[src/rtl/bitstream_scheduler_pkg.sv]
// -----------------------------------------------------------------------------
// bitstream_scheduler_pkg
// Shared definitions for the bitstream scheduler: scheduler states, source slot
// indices, data widths, the default per-beat bit limit and the size clamp
// helper used by the output register.
// -----------------------------------------------------------------------------
package bitstream_scheduler_pkg;

  localparam int NUM_SRC          = 3;
  localparam int DATA_W           = 64;
  localparam int MAX_BITS_DEFAULT = 64;

  // Source slot indices into the src_* vectors
  localparam int SRC_HDR   = 0;
  localparam int SRC_QMAT  = 1;
  localparam int SRC_SLICE = 2;

  typedef enum logic [2:0] {
    ST_IDLE   = 3'd0,
    ST_HEADER = 3'd1,
    ST_QMAT   = 3'd2,
    ST_SLICE  = 3'd3,
    ST_FLUSH  = 3'd4,
    ST_DONE   = 3'd5
  } state_t;

  // Limits a beat's bit count to the largest legal size
  function automatic logic [DATA_W-1:0] clamp_size(input logic [DATA_W-1:0] size,
                                                   input logic [DATA_W-1:0] max_bits);
    if (size > max_bits) begin
      return max_bits;
    end else begin
      return size;
    end
  endfunction

endpackage

[src/rtl/bitstream_scheduler_if.sv]
// -----------------------------------------------------------------------------
// bitstream_scheduler_if
// Bundles the three beat sources and the bit-writer output handshake.
//   src_valid/src_val/src_size/src_last : per-source beats (0=hdr,1=qmat,2=slice)
//   src_ready                           : per-source accept
//   output_enable/val/size_of_bit/flush_bit : output beat toward the bit writer
//   wr_ready                            : bit writer accepts the output beat
// modport master : the scheduler side; modport slave : sources + bit writer.
// -----------------------------------------------------------------------------
interface bitstream_scheduler_if;
  import bitstream_scheduler_pkg::*;

  logic [NUM_SRC-1:0]             src_valid;
  logic [NUM_SRC-1:0][DATA_W-1:0] src_val;
  logic [NUM_SRC-1:0][DATA_W-1:0] src_size;
  logic [NUM_SRC-1:0]             src_last;
  logic [NUM_SRC-1:0]             src_ready;
  logic                           wr_ready;
  logic                           output_enable;
  logic [DATA_W-1:0]              val;
  logic [DATA_W-1:0]              size_of_bit;
  logic                           flush_bit;

  modport master (
    input  src_valid, src_val, src_size, src_last, wr_ready,
    output src_ready, output_enable, val, size_of_bit, flush_bit
  );

  modport slave (
    output src_valid, src_val, src_size, src_last, wr_ready,
    input  src_ready, output_enable, val, size_of_bit, flush_bit
  );

endinterface

[src/rtl/bitstream_out_reg.sv]
// -----------------------------------------------------------------------------
// bitstream_out_reg
// Single-entry output register. Loads a beat when load is high, clamping its
// size to MAX_BITS; holds the beat unchanged while the writer stalls.
//   clock, reset      : clock and synchronous active-high reset
//   load              : capture in_val/in_size/in_flush (only when can_load)
//   wr_ready          : writer accepts the current beat
//   can_load          : register empty or being drained this cycle
//   output_enable/val/size_of_bit/flush_bit : registered output beat
// -----------------------------------------------------------------------------
module bitstream_out_reg
  import bitstream_scheduler_pkg::*;
#(
  parameter int MAX_BITS = MAX_BITS_DEFAULT
) (
  input  logic              clock,
  input  logic              reset,
  input  logic              load,
  input  logic [DATA_W-1:0] in_val,
  input  logic [DATA_W-1:0] in_size,
  input  logic              in_flush,
  input  logic              wr_ready,
  output logic              can_load,
  output logic              output_enable,
  output logic [DATA_W-1:0] val,
  output logic [DATA_W-1:0] size_of_bit,
  output logic              flush_bit
);

  assign can_load = ~output_enable | wr_ready;

  // Output beat register: load, drain on consume, otherwise hold
  always_ff @(posedge clock) begin
    if (reset) begin
      output_enable <= 1'b0;
      val           <= '0;
      size_of_bit   <= '0;
      flush_bit     <= 1'b0;
    end else if (load) begin
      output_enable <= 1'b1;
      val           <= in_val;
      size_of_bit   <= clamp_size(in_size, DATA_W'(MAX_BITS));
      flush_bit     <= in_flush;
    end else if (output_enable && wr_ready) begin
      output_enable <= 1'b0;
    end
  end

endmodule

[src/rtl/bitstream_scheduler.sv]
// -----------------------------------------------------------------------------
// bitstream_scheduler
// Sequences one frame as header -> (optional) quant matrix -> slice data ->
// byte-align flush beat, forwarding one source at a time to the bit writer.
//   clock, reset  : clock and synchronous active-high reset
//   frame_start   : starts a frame when idle
//   qmat_enable   : captured at frame start; 0 skips the quant-matrix slot
//   bus           : sources and bit-writer handshake (master side)
//   busy          : frame in progress
//   frame_done    : one-cycle pulse after the flush beat is taken
//   frame_bits    : saturating payload bit count of the current/last frame
//   size_err      : sticky, a beat exceeded MAX_BITS
// -----------------------------------------------------------------------------
module bitstream_scheduler
  import bitstream_scheduler_pkg::*;
#(
  parameter int MAX_BITS = MAX_BITS_DEFAULT
) (
  input  logic                  clock,
  input  logic                  reset,
  input  logic                  frame_start,
  input  logic                  qmat_enable,
  bitstream_scheduler_if.master bus,
  output logic                  busy,
  output logic                  frame_done,
  output logic [31:0]           frame_bits,
  output logic                  size_err
);

  state_t             state_r, state_s;
  logic               qmat_en_r;
  logic [1:0]         slot_s;
  logic               slot_active_s;
  logic               can_load_s;
  logic               accept_s;
  logic               load_flush_s;
  logic               flush_hs_s;
  logic [DATA_W-1:0]  beat_val_s;
  logic [DATA_W-1:0]  beat_size_s;
  logic               beat_flush_s;
  logic [DATA_W-1:0]  clamped_s;
  logic [DATA_W-1:0]  bits_sum_s;
  logic [31:0]        bits_next_s;

  // Active source slot decode from the current state
  always_comb begin
    slot_s        = 2'(SRC_HDR);
    slot_active_s = 1'b0;
    case (state_r)
      ST_HEADER: begin slot_s = 2'(SRC_HDR);   slot_active_s = 1'b1; end
      ST_QMAT:   begin slot_s = 2'(SRC_QMAT);  slot_active_s = 1'b1; end
      ST_SLICE:  begin slot_s = 2'(SRC_SLICE); slot_active_s = 1'b1; end
      default:   begin slot_s = 2'(SRC_HDR);   slot_active_s = 1'b0; end
    endcase
  end

  assign accept_s  = slot_active_s & bus.src_valid[slot_s] & can_load_s;
  assign clamped_s = clamp_size(bus.src_size[slot_s], DATA_W'(MAX_BITS));

  // Ready goes only to the active slot and only when the output register can take a beat
  always_comb begin
    bus.src_ready = '0;
    if (slot_active_s) begin
      bus.src_ready[slot_s] = can_load_s;
    end else begin
      bus.src_ready = '0;
    end
  end

  // Next-state logic and flush-beat load
  always_comb begin
    state_s      = state_r;
    load_flush_s = 1'b0;
    flush_hs_s   = 1'b0;
    case (state_r)
      ST_IDLE: begin
        if (frame_start) state_s = ST_HEADER;
        else             state_s = ST_IDLE;
      end
      ST_HEADER: begin
        if (accept_s && bus.src_last[slot_s]) state_s = qmat_en_r ? ST_QMAT : ST_SLICE;
        else                                  state_s = ST_HEADER;
      end
      ST_QMAT: begin
        if (accept_s && bus.src_last[slot_s]) state_s = ST_SLICE;
        else                                  state_s = ST_QMAT;
      end
      ST_SLICE: begin
        if (accept_s && bus.src_last[slot_s]) state_s = ST_FLUSH;
        else                                  state_s = ST_SLICE;
      end
      ST_FLUSH: begin
        // Once loaded, the flush beat sits in the register until taken, so
        // can_load stays low and it is never loaded twice.
        flush_hs_s = bus.output_enable & bus.flush_bit & bus.wr_ready;
        if (flush_hs_s) begin
          state_s = ST_DONE;
        end else begin
          state_s      = ST_FLUSH;
          load_flush_s = can_load_s;
        end
      end
      ST_DONE: state_s = ST_IDLE;
      default: state_s = ST_IDLE;
    endcase
  end

  // Beat presented to the output register: source data or the flush marker
  always_comb begin
    if (load_flush_s) begin
      beat_val_s   = '0;
      beat_size_s  = '0;
      beat_flush_s = 1'b1;
    end else begin
      beat_val_s   = bus.src_val[slot_s];
      beat_size_s  = bus.src_size[slot_s];
      beat_flush_s = 1'b0;
    end
  end

  // Saturating frame bit count update
  always_comb begin
    bits_sum_s = DATA_W'(frame_bits) + clamped_s;
    if (bits_sum_s[DATA_W-1:32] != '0) bits_next_s = 32'hFFFF_FFFF;
    else                               bits_next_s = bits_sum_s[31:0];
  end

  // State register, frame status and sticky size error
  always_ff @(posedge clock) begin
    if (reset) begin
      state_r    <= ST_IDLE;
      qmat_en_r  <= 1'b0;
      busy       <= 1'b0;
      frame_done <= 1'b0;
      frame_bits <= 32'd0;
      size_err   <= 1'b0;
    end else begin
      state_r    <= state_s;
      frame_done <= flush_hs_s;
      if (state_r == ST_IDLE && frame_start) begin
        qmat_en_r  <= qmat_enable;
        busy       <= 1'b1;
        frame_bits <= 32'd0;
      end else if (state_r == ST_DONE) begin
        busy <= 1'b0;
      end
      if (accept_s) begin
        frame_bits <= bits_next_s;
        if (bus.src_size[slot_s] > DATA_W'(MAX_BITS)) size_err <= 1'b1;
      end
    end
  end

  bitstream_out_reg #(.MAX_BITS(MAX_BITS)) u_out_reg (
    .clock         (clock),
    .reset         (reset),
    .load          (accept_s | load_flush_s),
    .in_val        (beat_val_s),
    .in_size       (beat_size_s),
    .in_flush      (beat_flush_s),
    .wr_ready      (bus.wr_ready),
    .can_load      (can_load_s),
    .output_enable (bus.output_enable),
    .val           (bus.val),
    .size_of_bit   (bus.size_of_bit),
    .flush_bit     (bus.flush_bit)
  );

endmodule

[src/flat_wrapper.sv]
// flat-port wrapper written by rule: the top's interface ports become plain ports
module bitstream_scheduler_flat import bitstream_scheduler_pkg::*;
#(
  parameter int MAX_BITS = MAX_BITS_DEFAULT
)
  (clock, reset, frame_start, qmat_enable, busy, frame_done, frame_bits, size_err, bus_src_valid, bus_src_val, bus_src_size, bus_src_last, bus_wr_ready, bus_src_ready, bus_output_enable, bus_val, bus_size_of_bit, bus_flush_bit);
  bitstream_scheduler_if bus_i ();
  input  logic clock;
  input  logic reset;
  input  logic frame_start;
  input  logic qmat_enable;
  output logic busy;
  output logic frame_done;
  output logic [31:0] frame_bits;
  output logic size_err;
  input wire logic [$bits(bus_i.src_valid)-1:0] bus_src_valid;
  input wire logic [$bits(bus_i.src_val)-1:0] bus_src_val;
  input wire logic [$bits(bus_i.src_size)-1:0] bus_src_size;
  input wire logic [$bits(bus_i.src_last)-1:0] bus_src_last;
  input wire logic [$bits(bus_i.wr_ready)-1:0] bus_wr_ready;
  output wire logic [$bits(bus_i.src_ready)-1:0] bus_src_ready;
  output wire logic [$bits(bus_i.output_enable)-1:0] bus_output_enable;
  output wire logic [$bits(bus_i.val)-1:0] bus_val;
  output wire logic [$bits(bus_i.size_of_bit)-1:0] bus_size_of_bit;
  output wire logic [$bits(bus_i.flush_bit)-1:0] bus_flush_bit;
  assign bus_i.src_valid = bus_src_valid;
  assign bus_i.src_val = bus_src_val;
  assign bus_i.src_size = bus_src_size;
  assign bus_i.src_last = bus_src_last;
  assign bus_i.wr_ready = bus_wr_ready;
  assign bus_src_ready = bus_i.src_ready;
  assign bus_output_enable = bus_i.output_enable;
  assign bus_val = bus_i.val;
  assign bus_size_of_bit = bus_i.size_of_bit;
  assign bus_flush_bit = bus_i.flush_bit;
  bitstream_scheduler #(.MAX_BITS(MAX_BITS)) u_core (.clock(clock), .reset(reset), .frame_start(frame_start), .qmat_enable(qmat_enable), .bus(bus_i), .busy(busy), .frame_done(frame_done), .frame_bits(frame_bits), .size_err(size_err));
endmodule
[config.mk]
export PLATFORM = sky130hd
export DESIGN_NAME = bitstream_scheduler_flat
export DESIGN_NICKNAME = d
export VERILOG_FILES = /design/src/rtl/bitstream_scheduler_pkg.sv /design/src/rtl/bitstream_scheduler_if.sv /design/src/rtl/bitstream_out_reg.sv /design/src/rtl/bitstream_scheduler.sv /design/src/flat_wrapper.sv
export SDC_FILE = /design/constraint.sdc
export NUM_CORES = 1
export LEC_CHECK = 0
export CELL_PAD_IN_SITES_DETAIL_PLACEMENT = 0
export CELL_PAD_IN_SITES_GLOBAL_PLACEMENT = 1
export CORE_AREA = 2 2 219 221
export CTS_BUF_LIST = sky130_fd_sc_hd__clkbuf_4
export DETAILED_ROUTE_END_ITERATION = 16
export DIE_AREA = 0 0 221 223
export PLACE_DENSITY = 0.64
export SETUP_SLACK_MARGIN = 0.05
export SYNTH_ARGS = -nofsm -noshare
export SYNTH_HDL_FRONTEND = slang
export SYNTH_SLANG_ARGS = --single-unit
[constraint.sdc]
create_clock -name clock -period 5.17 [get_ports clock]
set_clock_uncertainty 0.2 [all_clocks]
set_input_delay 1.034 -clock clock [delete_from_list [all_inputs] [get_ports clock]]
set_output_delay 1.034 -clock clock [all_outputs]
set_load 0.03 [all_outputs]
# --- Word level (Yosys, flattened, before mapping) ---
# Index checks and enable logic that the tools add are counted.
# W data, S select, Z words.
totals:
  register_bits: 169
  word_cells: 75
classes:
  add_sub_neg: 1
  n_lt_le_gt_ge: 4
  n_eq_ne: 5
  muxes: 34
  n_bitwise: 9
  n_reduce_logical: 12
ops:
  columns: ["cell", "count"]
  rows:
  - ["$mux W64", 6]
  - ["$bmux W64 S2", 2]
  - ["$gt A64 B7 Y1 const B", 2]
  - ["$mux W32", 3]
  - ["$add A32 B64 Y64", 1]
  - ["$reduce_bool A32 Y1", 1]
  - ["$mux W1", 15]
  - ["$pmux W3 S5", 1]
  - ["$mux W3", 3]
  - ["$eq A3 B2 Y1 const B", 2]
  - ["$eq A3 B3 Y1 const B", 2]
  - ["$reduce_bool A2 Y1", 3]
  - ["$and A1 B1 Y1", 4]
  - ["$bmux W1 S2", 2]
  - ["$logic_and A1 B1 Y1", 4]
  - ["$pmux W2 S2", 1]
  - ["$and A3 B3 Y3", 1]
  - ["$eq A3 B1 Y1 const B", 1]
  - ["$logic_not A3 Y1", 1]
  - ["$lt A2 B3 Y1 const B", 1]
  - ["$reduce_or A3 Y1", 1]
  - ["$demux W1 S2", 1]
  - ["$ge A2 B1 Y1 const B", 1]
  - ["$not A1 Y1", 2]
  - ["other kinds (3)", 4]

# --- Depth between registers and ports, before layout ---
logic_depth:
  word_depth: 10
  mapped_depth: 20
  ltp_nobuf: 18

# --- Modules after synthesis ---
# A second synthesis with hierarchy kept.
unflattened:
  cells_unflattened: 1314
  area_unflattened_um2: 10727.8
by_module_without_submodules:
  columns: ["module", "n_inst", "cells_each", "area_per_inst_um2", "seq_area_each_um2"]
  rows:
  - ["bitstream_scheduler", 1, 916, 6392.4, 780.7]
  - ["bitstream_out_reg", 1, 398, 4335.4, 2602.5]

# --- Worst setup path before layout ---
# Ideal clock, no wire load.
synth_timing:
  kind: "input-to-reg"
  start: "in bus_src_size[144]"
  end: "reg u_core.frame_bits[22]"
  setup_ns: 0.134
  arrival_ns: 4.553
  setup_slack_ns: 0.283
  path_stages: 18
  path_cell_list: "or4_4 nor4_2 nand4b_1 a2111oi_2 a21o_2 o21ai_4 nor2_2 ha_1 fa_1 a211oi_1 nor4b_1 o21ai_1 o21ai_1 a21o_1 a21oi_1 or4b_1 nand3_1 a211oi_1"
synth_between:
  elab_chain_len: 8
synth_rtl:
  columns: ["item", "line_no", "source"]
  rows:
  - ["from (decl)", "flat_wrapper.sv:18", "input wire logic [$bits(bus_i.src_size)-1:0] bus_src_size;"]
  - ["$bmux W64 S2 *", "bitstream_scheduler.sv:58", "assign clamped_s = clamp_size(bus.src_size[slot_s], DATA_W'(MAX_BITS));"]
  - ["$mux W64 (not written as such) *", "bitstream_scheduler.sv:58", null]
  - ["$gt A64 B7 Y1", "bitstream_scheduler_pkg.sv:30", "if (size > max_bits) begin"]
  - ["$mux W64 *", "bitstream_scheduler_pkg.sv:30", null]
  - ["$add A32 B64 Y64 *", "bitstream_scheduler.sv:123", "bits_sum_s = DATA_W'(frame_bits) + clamped_s;"]
  - ["$reduce_bool A32 Y1", "bitstream_scheduler.sv:124", "if (bits_sum_s[DATA_W-1:32] != '0) bits_next_s = 32'hFFFF_FFFF;"]
  - ["$mux W32 *", "bitstream_scheduler.sv:124", null]
  - ["$mux W32 *", "bitstream_scheduler.sv:147", "if (accept_s) begin"]
  - ["to (signal assigned)", "bitstream_scheduler.sv:148", "frame_bits <= bits_next_s;"]
  - ["to (decl)", "bitstream_scheduler.sv:26", "output logic [31:0] frame_bits,"]
# Mark *: on every way between the ends. The rest lies on a longest branch, timed or not. The select of a mux whose other input is x is not followed.
# A chain may end at the register's enable or synchronous reset.

# --- Worst setup path in the final report ---
# Ends and elaborated chain as after synthesis.

==> flow_summary.yaml <==
status:
  status: "completed"
floorplanning:
  die_w_um: 221
  die_area_um2: 49280
  boundaryPins: 563
  fp.dieH_um: 223
  row_count: 80
  core_um2: 47150
  start_util_pct: 19.08
pwr:
  power.density_nw_per_um2: 212.2
  peakVddDrop_v: 0.0002140
  p_leak_nw: 5.645
drt:
  postRouteAntennaNets: 0
  drc: 0
  via_per_inst: 4.443
  first_iter_violations: 435
  drt_pass1_iterations: 5
  routed_wl_um: 44990
  wl_per_cell_um: 19.65
  vias: 10170
timing:
  rsz0062_at_grt: "yes"
  drv_slew: 0
  hold_viol_final: 0
  fin_crit_ps: 5007
  final-setup-viol-count: 0
  finalCritPeriodShare_pct: 96.85
  fmax_mhz: 199.7
  tightest_slew_ps: 1035
  slew_headroom_pct: 30.99
worst_setup_path:
  end_kind: "register"
  reg2reg_slack_ps: 500
  ff2ff_path_depth: 18
  crit_path_start: "bus_src_size[144]"
  worstReg2RegEnd: "u_core.frame_bits[22]$_SDFFE_PP0P_"
  cp.arrival_ps: 5390
  start_kind: "input pin"
  rr_startpoint: "u_core.state_r[0]$_SDFF_PP0_"
  crit_required_ps: 5550
  critPathKind: "in2reg"
  crit_fanout: 7
yosys:
  synth_top_family_by_area: "compound AO/OA/AOI/OAI gates"
  synth-edff-count: 0
  synth_fa_ha_area_share_pct: 4.673
  ys_seq_elements: 169
  synth_top_area_share_pct: 37.61
  syn_avg_cell_area_um2: 8.345
  ys_seq_area_share_pct: 37.61
  yosys.area_share.simple_pct: 20.21
  synthTopCellsByCount: "169 x dfxtp_1, 157 x nand2_1, 148 x a21oi_1, 73 x mux2i_1, 70 x o211ai_1"
  async_flop_share_pct: 0
  synth_cells: 1078
  synthMuxAreaShare_pct: 8.122
  ys_warn_count: 0
  synth_compound_area_share_pct: 22.91
  yosysMostFrequentCell: "dfxtp_1"
  synth_xor_area_share_pct: 2.726
  yosysTopAreaCell: "dfxtp_1"
  synth_area_leaders: "dfxtp_1 38%, a21oi_1 8.2%, mux2i_1 8.1%, nand2_1 6.6%, o211ai_1 5.8%"
  synth.distinct_cells: 61
  syn_area_um2: 8996
  synth_ff_type: "dfxtp_1"
min_path:
  min_from: "u_core.u_out_reg.val[30]$_SDFFE_PP0P_"
  min_to: "u_core.u_out_reg.val[30]$_SDFFE_PP0P_"
  holdCritPathClass: "reg2reg"
  hold_depth: 2
place:
  place_area_um2: 15570
  hpwl_um: 35700
  port_buffers: 562
  place.gp.congestion: 0.8300
cts:
  ctsHoldBuffers: 0
  clk_pin_slew_worst_paths_ps: 180
  clockBufferDepth: 2
  cts.sinks: 169
  cts_tree: "done"
  clk_latency_ps: 720
  clock-root-buffer: "clkbuf_4"
  htree_num_levels: 4
  cts_buffers: 17
job:
  maxCapViolCount: 0
global_route:
  grt_max_degree: 104
  grtUsageTotal_pct: 17.62
  grt_pass1_vias: 10180
  overflow: 0
  antenna_found_initial: 8
  grt_pass1_wl_um: 65230
final_layout:
  nNetsFinal: 2084
  stdcell_area_um2: 15970
  syn2layout_area_growth_pct: 77.50
  drive_gt1_share_pct: 6.591
  utilization_pct: 33.87
  fill_cells: 4922
-- kinds of logic after synthesis --
family | Yosys count
AOI/OAI and AO/OA | 323
other | 1
and+or+nand+nor | 368
adders and majority gates | 33
buffers and inverters | 83
DFF | 169
xor gates and xnor gates | 28
muxes | 73
-- critical path, cell delays in order --
cell	delay, ps
clkdlybuf4s50_1	400
or4_4	540
nor4_2	140
nand4b_1	200
a2111oi_2	410
a21o_2	220
o21ai_4	120
nor2_2	140
ha_1	190
fa_1	200
a211oi_1	110
nor4b_1	410
o21ai_2	150
o21ai_1	180
a21o_1	160
a21oi_2	90
or4b_1	520
nand3_1	110
a211oi_1	70
-- cell type report --
class,count,area (um^2),share of cell area [%]
timing repair buffer,608,5978,37.44
tap,615,769.5,4.819
clock inverter,15,221.5,1.387
inverter,10,37.54,0.2351
antenna,5,12.51,0.07836
sequential,169,3387,21.21
clock buffer,17,127.6,0.7992
multi-input combinational,850,5434,34.03
-- worst max-delay path by stage --
stage               depth (start not counted)  slack, ps                                  to
detailed placement                         20       -730  u_core.frame_bits[30]$_SDFFE_PP0P_
finish                                     19        160  u_core.frame_bits[22]$_SDFFE_PP0P_
global placement                           20       -650  u_core.frame_bits[30]$_SDFFE_PP0P_
floorplan                                  18        280  u_core.frame_bits[22]$_SDFFE_PP0P_
CTS                                        20        100  u_core.frame_bits[30]$_SDFFE_PP0P_
global route                               19        -20  u_core.frame_bits[30]$_SDFFE_PP0P_
-- metal layers --
layer | up-vias | global-route usage, % | share of wire [%] | routed length [um]
li1 | 5062 | - | - | -
met1 | 4754 | 19.52 | 39 | 17570
met4 | 8 | 4.979 | 1.9 | 849
met5 | - | 0 | 0.11 | 49
met3 | 44 | 7.323 | 8.2 | 3703
met2 | 302 | 30.86 | 51 | 22810
-- power breakdown --
group | internal [mW] | total, mW | switching [mW]
Sequential | 1.36 | 1.40 | 0.0476
Combinational | 0.550 | 1.06 | 0.512
Clock | 0.256 | 0.923 | 0.667
Total | 2.16 | 3.39 | 1.23
-- sequential cells by signal (all words and copies together), names as in the netlist --
signal / flops
u_core.u_out_reg.size_of_bit: 64
u_core.u_out_reg.val: 64
u_core.frame_bits: 32
u_core.state_r: 3
u_core.busy: 1
u_core.frame_done: 1
u_core.qmat_en_r: 1
u_core.size_err: 1
u_core.u_out_reg.flush_bit: 1
u_core.u_out_reg.output_enable: 1
-- placed cells by master (no fill, tap or decap), types with 12 or more instances in the layout --
| cell | instances |
|---|---|
| clkdlybuf4s50_1 | 561 |
| dfxtp_1 | 168 |
| nand2_1 | 157 |
| a21oi_1 | 146 |
| mux2i_1 | 73 |
| o211ai_1 | 70 |
| and2_1 | 60 |
| buf_4 | 45 |
| nor2_1 | 38 |
| a211oi_1 | 34 |
| nor4_1 | 32 |
| ha_1 | 32 |
| conb_1 | 25 |
| o21ai_0 | 19 |
| nand3_1 | 17 |
| clkbuf_4 | 17 |
| xor2_1 | 15 |
| nor3_1 | 13 |
| xnor2_1 | 13 |
| nand4_1 | 12 |
-- per-stage QoR --
step	hold WS [ps]	TNS (ps)	total power [mW]	setup WS, ps	instances
after floorplan	263.3	0	1.920	283.2	1102
after global placement	241.5	-17980	2.487	-654.0	2252
after detailed placement	242.6	-19860	2.493	-732.1	2252
after CTS	268.8	0	3.452	96.00	2284
after global routing	285.1	-16.45	3.576	-16.45	2288
final	263.7	0	3.389	162.7	2289
-- repair_timing --
action	4_1_cts	5_1_grt
endpoints found under the setup margin	0	32
setup buffers	0	0
resized for setup	0	7
hold endpoints to repair	0	0
Power figures use the tool's default switching activity.
